## src/rtl/id_ex_reg.sv

```systemverilog
// -----------------------------------------------------------------------------
// id_ex_reg : decode -> execute pipeline register
//
// Carries the decoded instruction (PC, operands, register indices, immediate,
// opaque control bundle) from the decode stage to the execute stage with one
// clock of latency. Each rising edge is one of four operations, in priority
// order:
//   reset (active-low, synchronous) : clear everything, including bubble_cnt
//   flush                           : insert a bubble (all ex_ outputs zero)
//   stall                           : hold, but refresh held operands from WB
//   load                            : capture the decode-stage values
//
// bubble_cnt is a saturating 16-bit count of edges that put a bubble into
// execute: flush edges and load edges with id_valid=0.
//
// Build option:
//   WB_BYPASS_EN  when defined, a load edge also forwards the write-back
//                 data into the captured operands if wb_rd matches id_rs1 or
//                 id_rs2. When undefined the operands are captured unmodified.
//                 The stall-time refresh from write-back exists in both builds.
// -----------------------------------------------------------------------------
module id_ex_reg #(
    parameter int XLEN   = 32,
    parameter int CTRL_W = 8
) (
    input  logic              clk,
    input  logic              reset,
    input  logic              stall,
    input  logic              flush,
    input  logic              id_valid,
    input  logic [XLEN-1:0]   id_pc,
    input  logic [XLEN-1:0]   id_rs1_data,
    input  logic [XLEN-1:0]   id_rs2_data,
    input  logic [4:0]        id_rs1,
    input  logic [4:0]        id_rs2,
    input  logic [4:0]        id_rd,
    input  logic [XLEN-1:0]   id_imm,
    input  logic [CTRL_W-1:0] id_ctrl,
    input  logic              wb_RegWrite,
    input  logic [4:0]        wb_rd,
    input  logic [XLEN-1:0]   wb_data,
    output logic              ex_valid,
    output logic [XLEN-1:0]   ex_pc,
    output logic [XLEN-1:0]   ex_rs1_data,
    output logic [XLEN-1:0]   ex_rs2_data,
    output logic [4:0]        ex_rs1,
    output logic [4:0]        ex_rs2,
    output logic [4:0]        ex_rd,
    output logic [XLEN-1:0]   ex_imm,
    output logic [CTRL_W-1:0] ex_ctrl,
    output logic [15:0]       bubble_cnt
);

    // Operation selected for the current edge (reset is handled in the
    // register process because it overrides everything).
    typedef enum logic [1:0] {
        OP_LOAD  = 2'd0,
        OP_STALL = 2'd1,
        OP_FLUSH = 2'd2
    } op_e;

    // A write-back hits a source index only when it really writes and the
    // destination is not x0; x0 must never be forwarded.
    function automatic logic wb_hit(input logic       we,
                                    input logic [4:0] wrd,
                                    input logic [4:0] rs);
        logic hit;
        hit = 1'b0;
        if (we && (wrd != 5'd0) && (wrd == rs)) begin
            hit = 1'b1;
        end else begin
            hit = 1'b0;
        end
        return hit;
    endfunction

    // Saturating 16-bit increment: sticks at all-ones.
    function automatic logic [15:0] sat_inc16(input logic [15:0] v);
        logic [15:0] r;
        if (v == 16'hFFFF) begin
            r = 16'hFFFF;
        end else begin
            r = v + 16'd1;
        end
        return r;
    endfunction

    // Stage registers and next-state values
    logic              valid_q,    valid_d;
    logic [XLEN-1:0]   pc_q,       pc_d;
    logic [XLEN-1:0]   rs1_data_q, rs1_data_d;
    logic [XLEN-1:0]   rs2_data_q, rs2_data_d;
    logic [4:0]        rs1_q,      rs1_d;
    logic [4:0]        rs2_q,      rs2_d;
    logic [4:0]        rd_q,       rd_d;
    logic [XLEN-1:0]   imm_q,      imm_d;
    logic [CTRL_W-1:0] ctrl_q,     ctrl_d;
    logic [15:0]       cnt_q,      cnt_d;

    op_e               op_s;
    logic [XLEN-1:0]   load_rs1_s;
    logic [XLEN-1:0]   load_rs2_s;

    // Decode the edge operation: flush beats stall, stall beats load.
    always_comb begin
        op_s = OP_LOAD;
        if (flush) begin
            op_s = OP_FLUSH;
        end else if (stall) begin
            op_s = OP_STALL;
        end else begin
            op_s = OP_LOAD;
        end
    end

    // Operand values captured on a load edge (optionally bypassed from WB).
    always_comb begin
        load_rs1_s = id_rs1_data;
        load_rs2_s = id_rs2_data;
`ifdef WB_BYPASS_EN
        if (wb_hit(wb_RegWrite, wb_rd, id_rs1)) begin
            load_rs1_s = wb_data;
        end else begin
            load_rs1_s = id_rs1_data;
        end
        if (wb_hit(wb_RegWrite, wb_rd, id_rs2)) begin
            load_rs2_s = wb_data;
        end else begin
            load_rs2_s = id_rs2_data;
        end
`else
        load_rs1_s = id_rs1_data;
        load_rs2_s = id_rs2_data;
`endif
    end

    // Next-state for the stage contents and the bubble counter.
    always_comb begin
        valid_d    = valid_q;
        pc_d       = pc_q;
        rs1_data_d = rs1_data_q;
        rs2_data_d = rs2_data_q;
        rs1_d      = rs1_q;
        rs2_d      = rs2_q;
        rd_d       = rd_q;
        imm_d      = imm_q;
        ctrl_d     = ctrl_q;
        cnt_d      = cnt_q;

        case (op_s)
            OP_FLUSH: begin
                valid_d    = 1'b0;
                pc_d       = '0;
                rs1_data_d = '0;
                rs2_data_d = '0;
                rs1_d      = 5'd0;
                rs2_d      = 5'd0;
                rd_d       = 5'd0;
                imm_d      = '0;
                ctrl_d     = '0;
                cnt_d      = sat_inc16(cnt_q);
            end
            OP_STALL: begin
                // Held instruction may be waiting on a register that WB is
                // writing right now; pick the new value up so it is not stale
                // when the stall releases. Bubbles are left untouched.
                if (valid_q && wb_hit(wb_RegWrite, wb_rd, rs1_q)) begin
                    rs1_data_d = wb_data;
                end else begin
                    rs1_data_d = rs1_data_q;
                end
                if (valid_q && wb_hit(wb_RegWrite, wb_rd, rs2_q)) begin
                    rs2_data_d = wb_data;
                end else begin
                    rs2_data_d = rs2_data_q;
                end
            end
            OP_LOAD: begin
                valid_d    = id_valid;
                pc_d       = id_pc;
                rs1_data_d = load_rs1_s;
                rs2_data_d = load_rs2_s;
                rs1_d      = id_rs1;
                rs2_d      = id_rs2;
                rd_d       = id_rd;
                imm_d      = id_imm;
                // An invalid slot carries no control so it can never write.
                if (id_valid) begin
                    ctrl_d = id_ctrl;
                    cnt_d  = cnt_q;
                end else begin
                    ctrl_d = '0;
                    cnt_d  = sat_inc16(cnt_q);
                end
            end
            default: begin
                valid_d    = valid_q;
                pc_d       = pc_q;
                rs1_data_d = rs1_data_q;
                rs2_data_d = rs2_data_q;
                rs1_d      = rs1_q;
                rs2_d      = rs2_q;
                rd_d       = rd_q;
                imm_d      = imm_q;
                ctrl_d     = ctrl_q;
                cnt_d      = cnt_q;
            end
        endcase
    end

    // Stage register with synchronous active-low reset.
    always_ff @(posedge clk) begin
        if (!reset) begin
            valid_q    <= 1'b0;
            pc_q       <= '0;
            rs1_data_q <= '0;
            rs2_data_q <= '0;
            rs1_q      <= 5'd0;
            rs2_q      <= 5'd0;
            rd_q       <= 5'd0;
            imm_q      <= '0;
            ctrl_q     <= '0;
            cnt_q      <= 16'd0;
        end else begin
            valid_q    <= valid_d;
            pc_q       <= pc_d;
            rs1_data_q <= rs1_data_d;
            rs2_data_q <= rs2_data_d;
            rs1_q      <= rs1_d;
            rs2_q      <= rs2_d;
            rd_q       <= rd_d;
            imm_q      <= imm_d;
            ctrl_q     <= ctrl_d;
            cnt_q      <= cnt_d;
        end
    end

    assign ex_valid    = valid_q;
    assign ex_pc       = pc_q;
    assign ex_rs1_data = rs1_data_q;
    assign ex_rs2_data = rs2_data_q;
    assign ex_rs1      = rs1_q;
    assign ex_rs2      = rs2_q;
    assign ex_rd       = rd_q;
    assign ex_imm      = imm_q;
    assign ex_ctrl     = ctrl_q;
    assign bubble_cnt  = cnt_q;

endmodule

```

## config.mk

```make
export PLATFORM = sky130hd
export DESIGN_NAME = id_ex_reg
export DESIGN_NICKNAME = d
export VERILOG_FILES = /design/src/rtl/id_ex_reg.sv
export SDC_FILE = /design/constraint.sdc
export NUM_CORES = 1
export LEC_CHECK = 0
export CELL_PAD_IN_SITES_DETAIL_PLACEMENT = 2
export CELL_PAD_IN_SITES_GLOBAL_PLACEMENT = 2
export CORE_MARGIN = 8
export CORE_UTILIZATION = 25
export CTS_BUF_LIST = sky130_fd_sc_hd__clkbuf_4
export DETAILED_ROUTE_END_ITERATION = 10
export HOLD_SLACK_MARGIN = 0.03
export PLACE_DENSITY_LB_ADDON = 0.1
export SYNTH_ARGS = -nofsm -noshare
export SYNTH_HDL_FRONTEND = slang
export SYNTH_SLANG_ARGS = --single-unit
```

## constraint.sdc

```tcl
create_clock -name clk -period 3.7 [get_ports clk]
set_input_delay 0.74 -clock clk [delete_from_list [all_inputs] [get_ports clk]]
set_output_delay 0.74 -clock clk [all_outputs]
set_load 0.02 [all_outputs]
```

==> summary.md, run 1 <==
| Metric | Value |
|---|---|
| R2R depth | 4 |
| Pwr per Cell Area | 326.1 nW/um^2 |
| Adder-Cell Fraction of Synth Area | 0.1708% |
| Synth Area in Simple Gates | 20.70% |
| Buffers added on ports | 361 |
| Hold Path Sink | ex_rs2_data[27] |
| Tcrit/Tclk final | 66.77% |
| Post-CTS Repair Setup Buffers | 0 |
| Area fraction in compound gates after synthesis | 7.977% |
| Total Wirelength | 29.96 mm |
| Setup TNS | 0 ns |
| Initial drt markers | 165 |
| Skew final | 0.02733 ns |
| Worst Min Path Start | ex_rs2_data[27] |
| Main flop type after synthesis | dfxtp_1 |
| RSZ-0062 raised after global routing | false |
| Placed cell areas | 11290 um^2 |
| R2R Path End | bubble_cnt[10] |
| CTS root buffer | clkbuf_4 |
| Gr ovfl total | 0 |
| Deepest clock path buffer count | 2 |
| CP Cell Sequence | clkdlybuf4s50_1 |
| Synth-to-Final Area Change | 58.18% |
| FF-to-FF setup slack | 1.82 ns |
| Wirelength per Cell | 19.48 um |
| Mux contribution to synthesized area | 19.68% |
| Internal | 2.596 mW |
| Vias in the first global route | 7704 |
| Max-Cap Viols | 0 |
| Die width | 187.2 um |
| Synthesized cell area | 7325 um^2 |
| Post-route minimum period | 2.471 ns |
| Clock share of power | 29.6% |
| # resized after CTS | 0 |
| Switching Share | 31.29% |
| Seq pwr share | 50.7% |
| Critical path peak fanout | 6 |
| Worst setup SP type | register |
| NetSw | 1.182 mW |
| Asr flop ratio synth | 0% |
| VDD IR max | 151.9 uV |
| I/O pin count | 362 |
| Total track usage | 16.68% |
| Mapped Cells | 799 |
| Sequential area share after synthesis | 45.92% |
| Largest stage delay on the critical path | 0.67 ns |
| Register bit total from synthesis | 168 |
| Final Hold Viols | 0 |
| Die Ht | 187.2 um |
| Number of synthesized flops with an enable pin | 0 |
| Syn Nets | 994 |
| Rows | 62 |
| Highest clock rate | 404.8 MHz |
| Vias per std cell | 4.490 |
| First-pass GRT wire length | 45.73 mm |
| CP required | 2.96 ns |
| Design area | 11590 um^2 |
| Worst skew pair latency | 0.56 ns |
| Setup Crit Path Kind | register to output port |
| Final setup viols | 0 |
| Final Max Tran Viols | 0 |
| Hold depth | 2 |
| Largest family of logic cells by synthesized area | simple AND/OR/NAND/NOR gates |
| Fin nets | 1333 |
| Share of cells above drive strength 1 | 5.126% |
| Antenna violations before repair | 4 |
| Largest net degree at the start of global routing | 77 |
| Mean Syn Cell Area | 9.167 um^2 |
| Setup crit end kind | output port |
| DRC | 0 |
| Cts-stage hold buffer count | 0 |
| Critical path arrival | 1.73 ns |
| Core area | 28780 um^2 |
| CTS tree | done |
| Status | finished clean |
| Hold Crit Class | register to register |
| Xor and xnor fraction of the mapped netlist area | 1.794% |
| Top delay family on crit path | buffers and inverters |
| Final Wtd Congestion | 0.6998 |
| DPL Wire Length | 22.94 mm |
| Synth Warn # | 0 |
| Vias after detailed routing | 6905 |
| Comb pwr share | 19.7% |
| Distinct cell type count after synthesis | 45 |
| Clock transition at path regs | 0.17 ns |
| H-tree levels | 4 |
| DIE AREA | 35030 um^2 |
| Hold WS | 0.4709 ns |
| DRT antenna net count | 0 |
| Cts bufs inserted | 17 |
| CP bufs+invs | 1 |
| Slew HR | 39.02% |
| Router iterations before antenna repair | 4 |
| Post-layout util | 40.26% |
| Crit Reg-Reg Startpoint | bubble_cnt[2] |
| Starting Density | 25.45% |
| P_leak | 4.332 nW |
| Number of cells on the critical path | 1 |
| Fill count | 3204 |
| Slew of the pin with the lowest slew margin | 0.9147 ns |
| CP max-delay cell | clkdlybuf4s50_1 |
| CTS sink cnt | 168 |
-- through the flow --
step | power (mW) | instances | setup slack (ns)
after floorplan | 2.288 | 799 | 1.804
after global placement | 2.701 | 1503 | 0.9604
after detailed placement | 2.714 | 1503 | 0.8835
after CTS | 3.870 | 1535 | 1.132
after global routing | 3.987 | 1537 | 1.091
final | 3.778 | 1538 | 1.229
-- cell usage in the layout, fill, tap and decap left out, drive strengths merged, types with 2 or more instances in the layout --
master,synthesis,routed
a41oi,2,2
and3,4,4
nand2b,2,2
clkdlybuf4s50,0,359
a21oi,18,18
nor2,105,105
clkbuf,31,18
nor2b,64,64
nand3,7,7
nor3,7,7
xnor2,5,5
nand4,5,5
mux2i,144,144
dfxtp,168,168
xor2,10,10
buf,23,14
clkinv,0,9
nor4,4,4
diode,0,3
and2,33,33
nand2,79,79
inv,2,8
a31oi,7,7
o21ai,66,66
-- how the worst max path moves through the flow --
stage	end	start	slack, ns
3_3_place_gp	bubble_cnt[13]	id_valid	0.96
5_1_grt	bubble_cnt[5]	bubble_cnt[5]	1.09
6_report	bubble_cnt[5]	bubble_cnt[5]	1.23
2_1_floorplan	bubble_cnt[10]	id_valid	1.80
3_5_place_dp	bubble_cnt[13]	id_valid	0.88
4_1_cts	bubble_cnt[5]	bubble_cnt[5]	1.13
-- power by group through the flow --
stage / sequential (mW) / clock [mW] / combinational (mW)
after floorplan: 2.03 / 0 / 0.257
after global placement: 1.95 / 0 / 0.748
after detailed placement: 1.96 / 0 / 0.759
after CTS: 1.92 / 1.19 / 0.762
after global routing: 1.93 / 1.25 / 0.806
final: 1.92 / 1.12 / 0.745
-- kinds of logic after synthesis --
family / after synthesis
AOI/OAI and AO/OA: 102
buffers and inverters: 56
adders and majority gates: 1
and+or+nand+nor: 313
DFF: 168
xor gates and xnor gates: 15
muxes: 144
-- cell type report --
| cell class | count | area (um^2) | area share [%] |
|---|---|---|---|
| Antenna cell | 3 | 7.507 | 0.06479 |
| Clock buffer | 17 | 127.6 | 1.102 |
| Clock inverter | 15 | 156.4 | 1.350 |
| Inverter | 2 | 7.507 | 0.06479 |
| Multi-Input combinational cell | 575 | 3721 | 32.12 |
| Sequential cell | 168 | 3363 | 29.03 |
| Tap cell | 384 | 480.5 | 4.147 |
| Timing Repair Buffer | 374 | 3722 | 32.13 |
-- cell usage after synthesis (all sizes together) (2+ instances only) --
cell type	instances	area (um^2)
and2	33	207.7
a31oi	7	50.05
nand3	7	52.55
a21oi	18	90.09
o21ai	66	330.3
xnor2	5	43.79
nor4	4	31.28
nor2	105	394.1
nand4	5	31.28
dfxtp	168	3363
nor3	7	40.04
nand2b	2	12.51
a41oi	2	25.03
buf	23	151.4
mux2i	144	1441
and3	4	26.28
nand2	79	296.5
xor2	10	87.58
inv	2	7.510
clkbuf	31	116.4
nor2b	64	400.4
-- state kept, by name, indices dropped and copies added, names as in the netlist --
signal       count
ex_rs2           5
bubble_cnt      16
ex_ctrl          8
ex_valid         1
ex_rs1_data     32
ex_rs1           5
ex_imm          32
ex_pc           32
ex_rs2_data     32
ex_rd            5
-- metal layers --
metal  track usage, %  vias to the layer above  part of all wire (%)
met4            4.551                        6                   1.4
met1            18.44                     3271                    41
met5                0                        -                  0.12
met2            27.55                      238                    46
li1                 -                     3365                     -
met3            8.855                       25                    12
No activity file was read; power rests on OpenSTA's default activity.
==> run 2: changes to the inputs <==
- CORE_UTILIZATION: 25 -> 23
- clock period: 3.7 -> 2.3 ns (I/O delays scaled with it)
==> summary.md, run 2 (synthesized netlist as in run 1, its figures left out) <==
| Metric | Value |
|---|---|
| CTS root buffer | clkbuf_4 |
| Starting Density | 23.27% (-2.2 points) |
| Die width | 194.5 um (+3.9%) |
| Vias in the first global route | 7691 (-0.17%) |
| Initial drt markers | 128 (-22%) |
| Design Power | 6.265 mW (+66%) |
| Pwr per Cell Area | 534.7 nW/um^2 (+64%) |
| Max-Cap Viols | 0 (unchanged) |
| CTS sink cnt | 168 (unchanged) |
| Tcrit/Tclk final | 93.72% |
| Die Ht | 194.5 um (+3.9%) |
| Skew final | 0.03980 ns (+0.01247 ns) |
| VDD IR max | 266.6 uV (+75%) |
| Gr ovfl total | 0 (unchanged) |
| # resized after CTS | 0 (unchanged) |
| CP required | 1.84 ns (-1.12 ns) |
| Hold Crit Class | primary input to register |
| CP Cell Sequence | clkdlybuf4s50_1 |
| Buffers added on ports | 361 (unchanged) |
| Critical path peak fanout | 6 (unchanged) |
| Post-route minimum period | 2.156 ns |
| Deepest clock path buffer count | 2 (unchanged) |
| DRC | 0 (unchanged) |
| Total Wirelength | 31.01 mm (+3.5%) |
| Vias per std cell | 4.457 (-0.72%) |
| Router iterations before antenna repair | 4 (unchanged) |
| Worst slack at placement | 0.03716 ns (-0.8464 ns) |
| Slew HR | 59.63% (+21 points) |
| Setup ws final | 0.1444 ns (-1.085 ns) |
| H-tree levels | 4 (unchanged) |
| Clock transition at path regs | 0.18 ns (about the same) |
| Core area | 31470 um^2 (+9.4%) |
| Antenna violations before repair | 5 (+1) |
| Wirelength per Cell | 19.89 um (+2.1%) |
| Largest stage delay on the critical path | 0.66 ns (about the same) |
| Worst skew pair latency | 0.57 ns (about the same) |
| Worst setup SP type | register |
| Top delay family on crit path | buffers and inverters |
| Final setup viols | 0 (unchanged) |
| Fin nets | 1337 (+0.30%) |
| P_leak | 4.401 nW (+1.6%) |
| Internal | 4.384 mW (+69%) |
| NetSw | 1.881 mW (+59%) |
| Largest net degree at the start of global routing | 89 (+16%) |
| Clock share of power | 31.3% (+1.7 points) |
| Commonest non-fill, non-tap cell in the layout | clkdlybuf4s50_1 |
| Post-CTS Repair Setup Buffers | 0 (unchanged) |
| Switching Share | 30.03% (-1.3 points) |
| Synth-to-Final Area Change | 59.94% |
| DRT antenna net count | 0 (unchanged) |
| Placed cells | 1525 (+1.5%) |
| Slew of the pin with the lowest slew margin | 0.6056 ns (-0.3090 ns) |
| Share of cells above drive strength 1 | 5.628% (+0.50 points) |
| Cts-stage hold buffer count | 0 (unchanged) |
| DPL Wire Length | 23.56 mm (+2.7%) |
| Status | finished clean |
| Critical path arrival | 1.70 ns (-0.03 ns) |
| Filler-free cell count of the finished design | 1559 (+1.4%) |
| I/O pin count | 362 (unchanged) |
| Cts bufs inserted | 17 (unchanged) |
| Setup Crit Path Kind | register to output port |
| Final Max Tran Viols | 0 (unchanged) |
| Setup crit end kind | output port |
| CP max-delay cell | clkdlybuf4s50_1 |
| Vias after detailed routing | 6949 (+0.64%) |
| First-pass GRT wire length | 47.15 mm (+3.1%) |
| CTS tree | done |
| Final Hold Viols | 0 (unchanged) |
| Seq pwr share | 49.2% (-1.5 points) |
| Fill count | 3483 (+8.7%) |
| Comb pwr share | 19.4% (-0.3 points) |
| Most frequent cells in the layout | clkdlybuf4s50_1, dfxtp_1, mux2i_1 |
| Final Wtd Congestion | 0.7084 (+1.2%) |
| Setup TNS | 0 ns (unchanged) |
| RSZ-0062 raised after global routing | false |
| Rows | 65 (+4.8%) |
| DIE AREA | 37810 um^2 (+7.9%) |
| Total track usage | 16.01% (-0.67 points) |
| Highest clock rate | 463.9 MHz |
| CP bufs+invs | 1 (unchanged) |
[run 2: cell types whose count changed in the layout (fill, tap and decap cells not counted), moves of 2 or more]
cell and change:
buf_12 +5, clkinv_2 +2, clkinv_4 -5, bufinv_16 +2
inv_6 +6, inv_8 -4, clkinv_8 -2
[run 2: final timing paths]
check | start | endpoint | slack, ns | cells past startpoint
hold reg to reg | ex_rs2_data[2] | ex_rs2_data[2] | 0.47 | 2
setup / recovery | bubble_cnt[0] | bubble_cnt[0] | 0.14 | 1
hold / removal | reset | bubble_cnt[8] | 0.37 | 3
setup reg to reg | bubble_cnt[6] | bubble_cnt[6] | 0.48 | 4
[run 2: layout make-up]
class	count	area [um^2]	share of cell area, %
antenna	2	5.005	0.04272
clock buffer	18	135.1	1.153
clock inverter	14	161.4	1.378
inverter	2	7.507	0.06408
multi-input combinational	575	3721	31.76
sequential	168	3364	28.72
tap	402	503.0	4.293
timing repair buffer	378	3817	32.59
[run 2: through the flow]
stage / hold slack [ns] / cell area, um^2 / utilization, %
5_1_grt: 0.3106 / 11710 / 37.21
3_3_place_gp: 0.4434 / 11410 / 36.25
4_1_cts: 0.2963 / 11710 / 37.19
3_5_place_dp: 0.4547 / 11410 / 36.25
6_report: 0.3748 / 11720 / 37.22
2_1_floorplan: 0.5369 / 7325 / -
[run 2: routing by layer]
metal | track usage, % | up-vias | wire length [um]
li1 | - | 3365 | -
met1 | 18.64 | 3322 | 13400
met2 | 26.19 | 227 | 14210
met3 | 7.480 | 27 | 2925
met4 | 4.187 | 8 | 428
met5 | 0 | - | 44
[run 2: power groups by stage]
stage / registers, mW / clock network (mW) / logic [mW]
2_1_floorplan: 3.27 / 0 / 0.414
3_3_place_gp: 3.15 / 0 / 1.23
3_5_place_dp: 3.15 / 0 / 1.24
4_1_cts: 3.09 / 2.08 / 1.25
5_1_grt: 3.10 / 2.20 / 1.31
6_report: 3.08 / 1.96 / 1.22
==> run 3: changes to the inputs <==
- ABC_CLOCK_PERIOD_IN_PS: unset -> 2300
- PLACE_DENSITY_LB_ADDON: 0.1 -> 0.15
==> summary.md, run 3 (synthesized netlist as in run 1, its figures left out) <==
| Metric | Value |
|---|---|
| CP Cell Sequence | clkdlybuf4s50_1 |
| Top delay family on crit path | buffers and inverters |
| Critical path peak fanout | 7 (+1) |
| Share of cells above drive strength 1 | 5.862% (+0.23 points) |
| P_leak | 4.397 nW (about the same) |
| Placed cell areas | 11450 um^2 (+0.39%) |
| Worst Min Path Start | reset |
| Internal | 4.248 mW (-3.1%) |
| Comb pwr share | 20.3% (+0.9 points) |
| Design Power | 6.036 mW (-3.7%) |
| Post-route minimum period | 2.173 ns (+0.01758 ns) |
| Setup Crit Path Kind | register to output port |
| Final Hold Viols | 0 (unchanged) |
| FF-to-FF setup slack | 0.46 ns (-0.02 ns) |
| Slew HR | 47.29% (-12 points) |
| Design area | 11730 um^2 (+0.12%) |
| Final setup viols | 0 (unchanged) |
| RSZ-0062 raised after global routing | false |
| DIE AREA | 37810 um^2 (unchanged) |
| DPL Wire Length | 23.73 mm (+0.71%) |
| Status | finished clean |
| Post-CTS Repair Setup Buffers | 0 (unchanged) |
| CP max-delay cell | clkdlybuf4s50_1 |
| Seq pwr share | 51.1% (+1.9 points) |
| CTS sink cnt | 168 (unchanged) |
| Vias after detailed routing | 6982 (+0.47%) |
| Buffers added on ports | 361 (unchanged) |
| Initial drt markers | 101 (-21%) |
| Most frequent cells in the layout | clkdlybuf4s50_1, dfxtp_1, mux2i_1 |
| Post-layout util | 37.27% (+0.044 points) |
| R2R depth | 4 (unchanged) |
| Deepest clock path buffer count | 2 (unchanged) |
| FF/Latch Area | 3363 um^2 (about the same) |
| Fill count | 3501 (+0.52%) |
| Crit Reg-Reg Startpoint | bubble_cnt[5] |
| Hold WS | 0.1672 ns (-0.2076 ns) |
| Core area | 31470 um^2 (unchanged) |
| Total Wirelength | 31.02 mm (about the same) |
| Setup crit end kind | output port |
| VDD IR max | 236.4 uV (-11%) |
| Total track usage | 16.13% (+0.12 points) |
| Cts-stage hold buffer count | 0 (unchanged) |
| Largest stage delay on the critical path | 0.65 ns (about the same) |
| Hold Path Sink | bubble_cnt[0] |
| Setup TNS | 0 ns (unchanged) |
| Cts bufs inserted | 17 (unchanged) |
| CTS root buffer | clkbuf_4 |
| CP bufs+invs | 1 (unchanged) |
| I/O pin count | 362 (unchanged) |
| CP required | 1.84 ns (about the same) |
| Filler-free cell count of the finished design | 1567 (+0.51%) |
| Skew final | 0.02233 ns (-0.01747 ns) |
| Final Wtd Congestion | 0.7619 (+7.6%) |
| Final Max Tran Viols | 0 (unchanged) |
| Vias in the first global route | 7781 (+1.2%) |
| Vias per std cell | 4.456 (about the same) |
| Tcrit/Tclk final | 94.49% (+0.76 points) |
| Area of the multi-input gates | 3716 um^2 (-0.13%) |
| H-tree levels | 4 (unchanged) |
| Setup ws final | 0.1268 ns (-0.01758 ns) |
| Hold Crit Class | primary input to register |
| Antenna violations before repair | 8 (+3) |
| Synth-to-Final Area Change | 60.13% |
| DRT antenna net count | 0 (unchanged) |
| R2R Path End | bubble_cnt[11] |
| Critical path arrival | 1.71 ns (about the same) |
| Max-Cap Viols | 0 (unchanged) |
| Wirelength per Cell | 19.80 um (-0.48%) |
| Starting Density | 23.27% (unchanged) |
| Die Ht | 194.5 um (unchanged) |
| Highest clock rate | 460.2 MHz (-0.81%) |
| DRC | 0 (unchanged) |
| Worst setup SP type | register |
| NetSw | 1.787 mW (-5.0%) |
| Router iterations before antenna repair | 4 (unchanged) |
| Clock transition at path regs | 0.14 ns (-0.04 ns) |
| Clock share of power | 28.6% (-2.7 points) |
| Worst slack at placement | 0.006668 ns (-0.03049 ns) |
| Worst skew pair latency | 0.58 ns (about the same) |
| First-pass GRT wire length | 47.24 mm (+0.21%) |
| Die width | 194.5 um (unchanged) |
| Rows | 65 (unchanged) |
| Fin nets | 1342 (+0.37%) |
| Largest net degree at the start of global routing | 89 (unchanged) |
| Slew of the pin with the lowest slew margin | 0.7906 ns (+0.1850 ns) |
| CTS tree | done |
| # resized after CTS | 0 (unchanged) |
| Switching Share | 29.61% (-0.42 points) |
| Hold depth | 3 (unchanged) |
| Commonest non-fill, non-tap cell in the layout | clkdlybuf4s50_1 |
| Placed cells | 1530 (+0.33%) |
| Gr ovfl total | 0 (unchanged) |
| Pwr per Cell Area | 514.6 nW/um^2 (-3.8%) |
run 3: cell count changes in the layout (fill, tap and decap cells not counted), moves of 2 or more:
cell        before  now
diode_2          2    5
buf_4           11   15
inv_8            2    0
inv_6            6    4
clkinvlp_4       1    3
run 3: power groups by stage:
| stage | logic (mW) | clock network (mW) | registers, mW |
|---|---|---|---|
| after floorplan | 0.414 | 0 | 3.27 |
| after global placement | 1.23 | 0 | 3.14 |
| after detailed placement | 1.25 | 0 | 3.15 |
| after CTS | 1.25 | 1.85 | 3.09 |
| after global routing | 1.33 | 1.96 | 3.10 |
| final | 1.22 | 1.73 | 3.08 |
run 3: final cells by class:
class | instances | area share, %
repair buffers | 383 | 32.97
multi-input cells | 575 | 31.68
flip-flops and latches | 168 | 28.68
well taps | 402 | 4.288
clock buffers | 18 | 1.152
clock inverters | 14 | 1.056
diodes | 5 | 0.1067
inverters | 2 | 0.06401
run 3: worst reg2reg max path: cells and delay by family, from the launching register on:
kind / cells / cell delay, ns
compound gates: 1 / 0.24
flops: 1 / 0.48
simple gates: 3 / 1.07
run 3: worst max-delay path by stage:
stage                   startpoint        endpoint  cells past startpoint
detailed placement           flush  bubble_cnt[10]                      5
global route         bubble_cnt[5]   bubble_cnt[5]                      1
floorplan            bubble_cnt[5]  bubble_cnt[13]                      5
global placement             flush  bubble_cnt[10]                      5
CTS                  bubble_cnt[2]   bubble_cnt[2]                      1
finish              bubble_cnt[13]  bubble_cnt[13]                      1
run 3: layer usage:
metal / GRT usage [%] / wire (um) / part of all wire (%)
met1: 17.69 / 12610 / 41
met2: 26.22 / 14380 / 46
met3: 8.844 / 3350 / 11
met4: 5.431 / 645 / 2.1
met5: 0 / 41 / 0.13
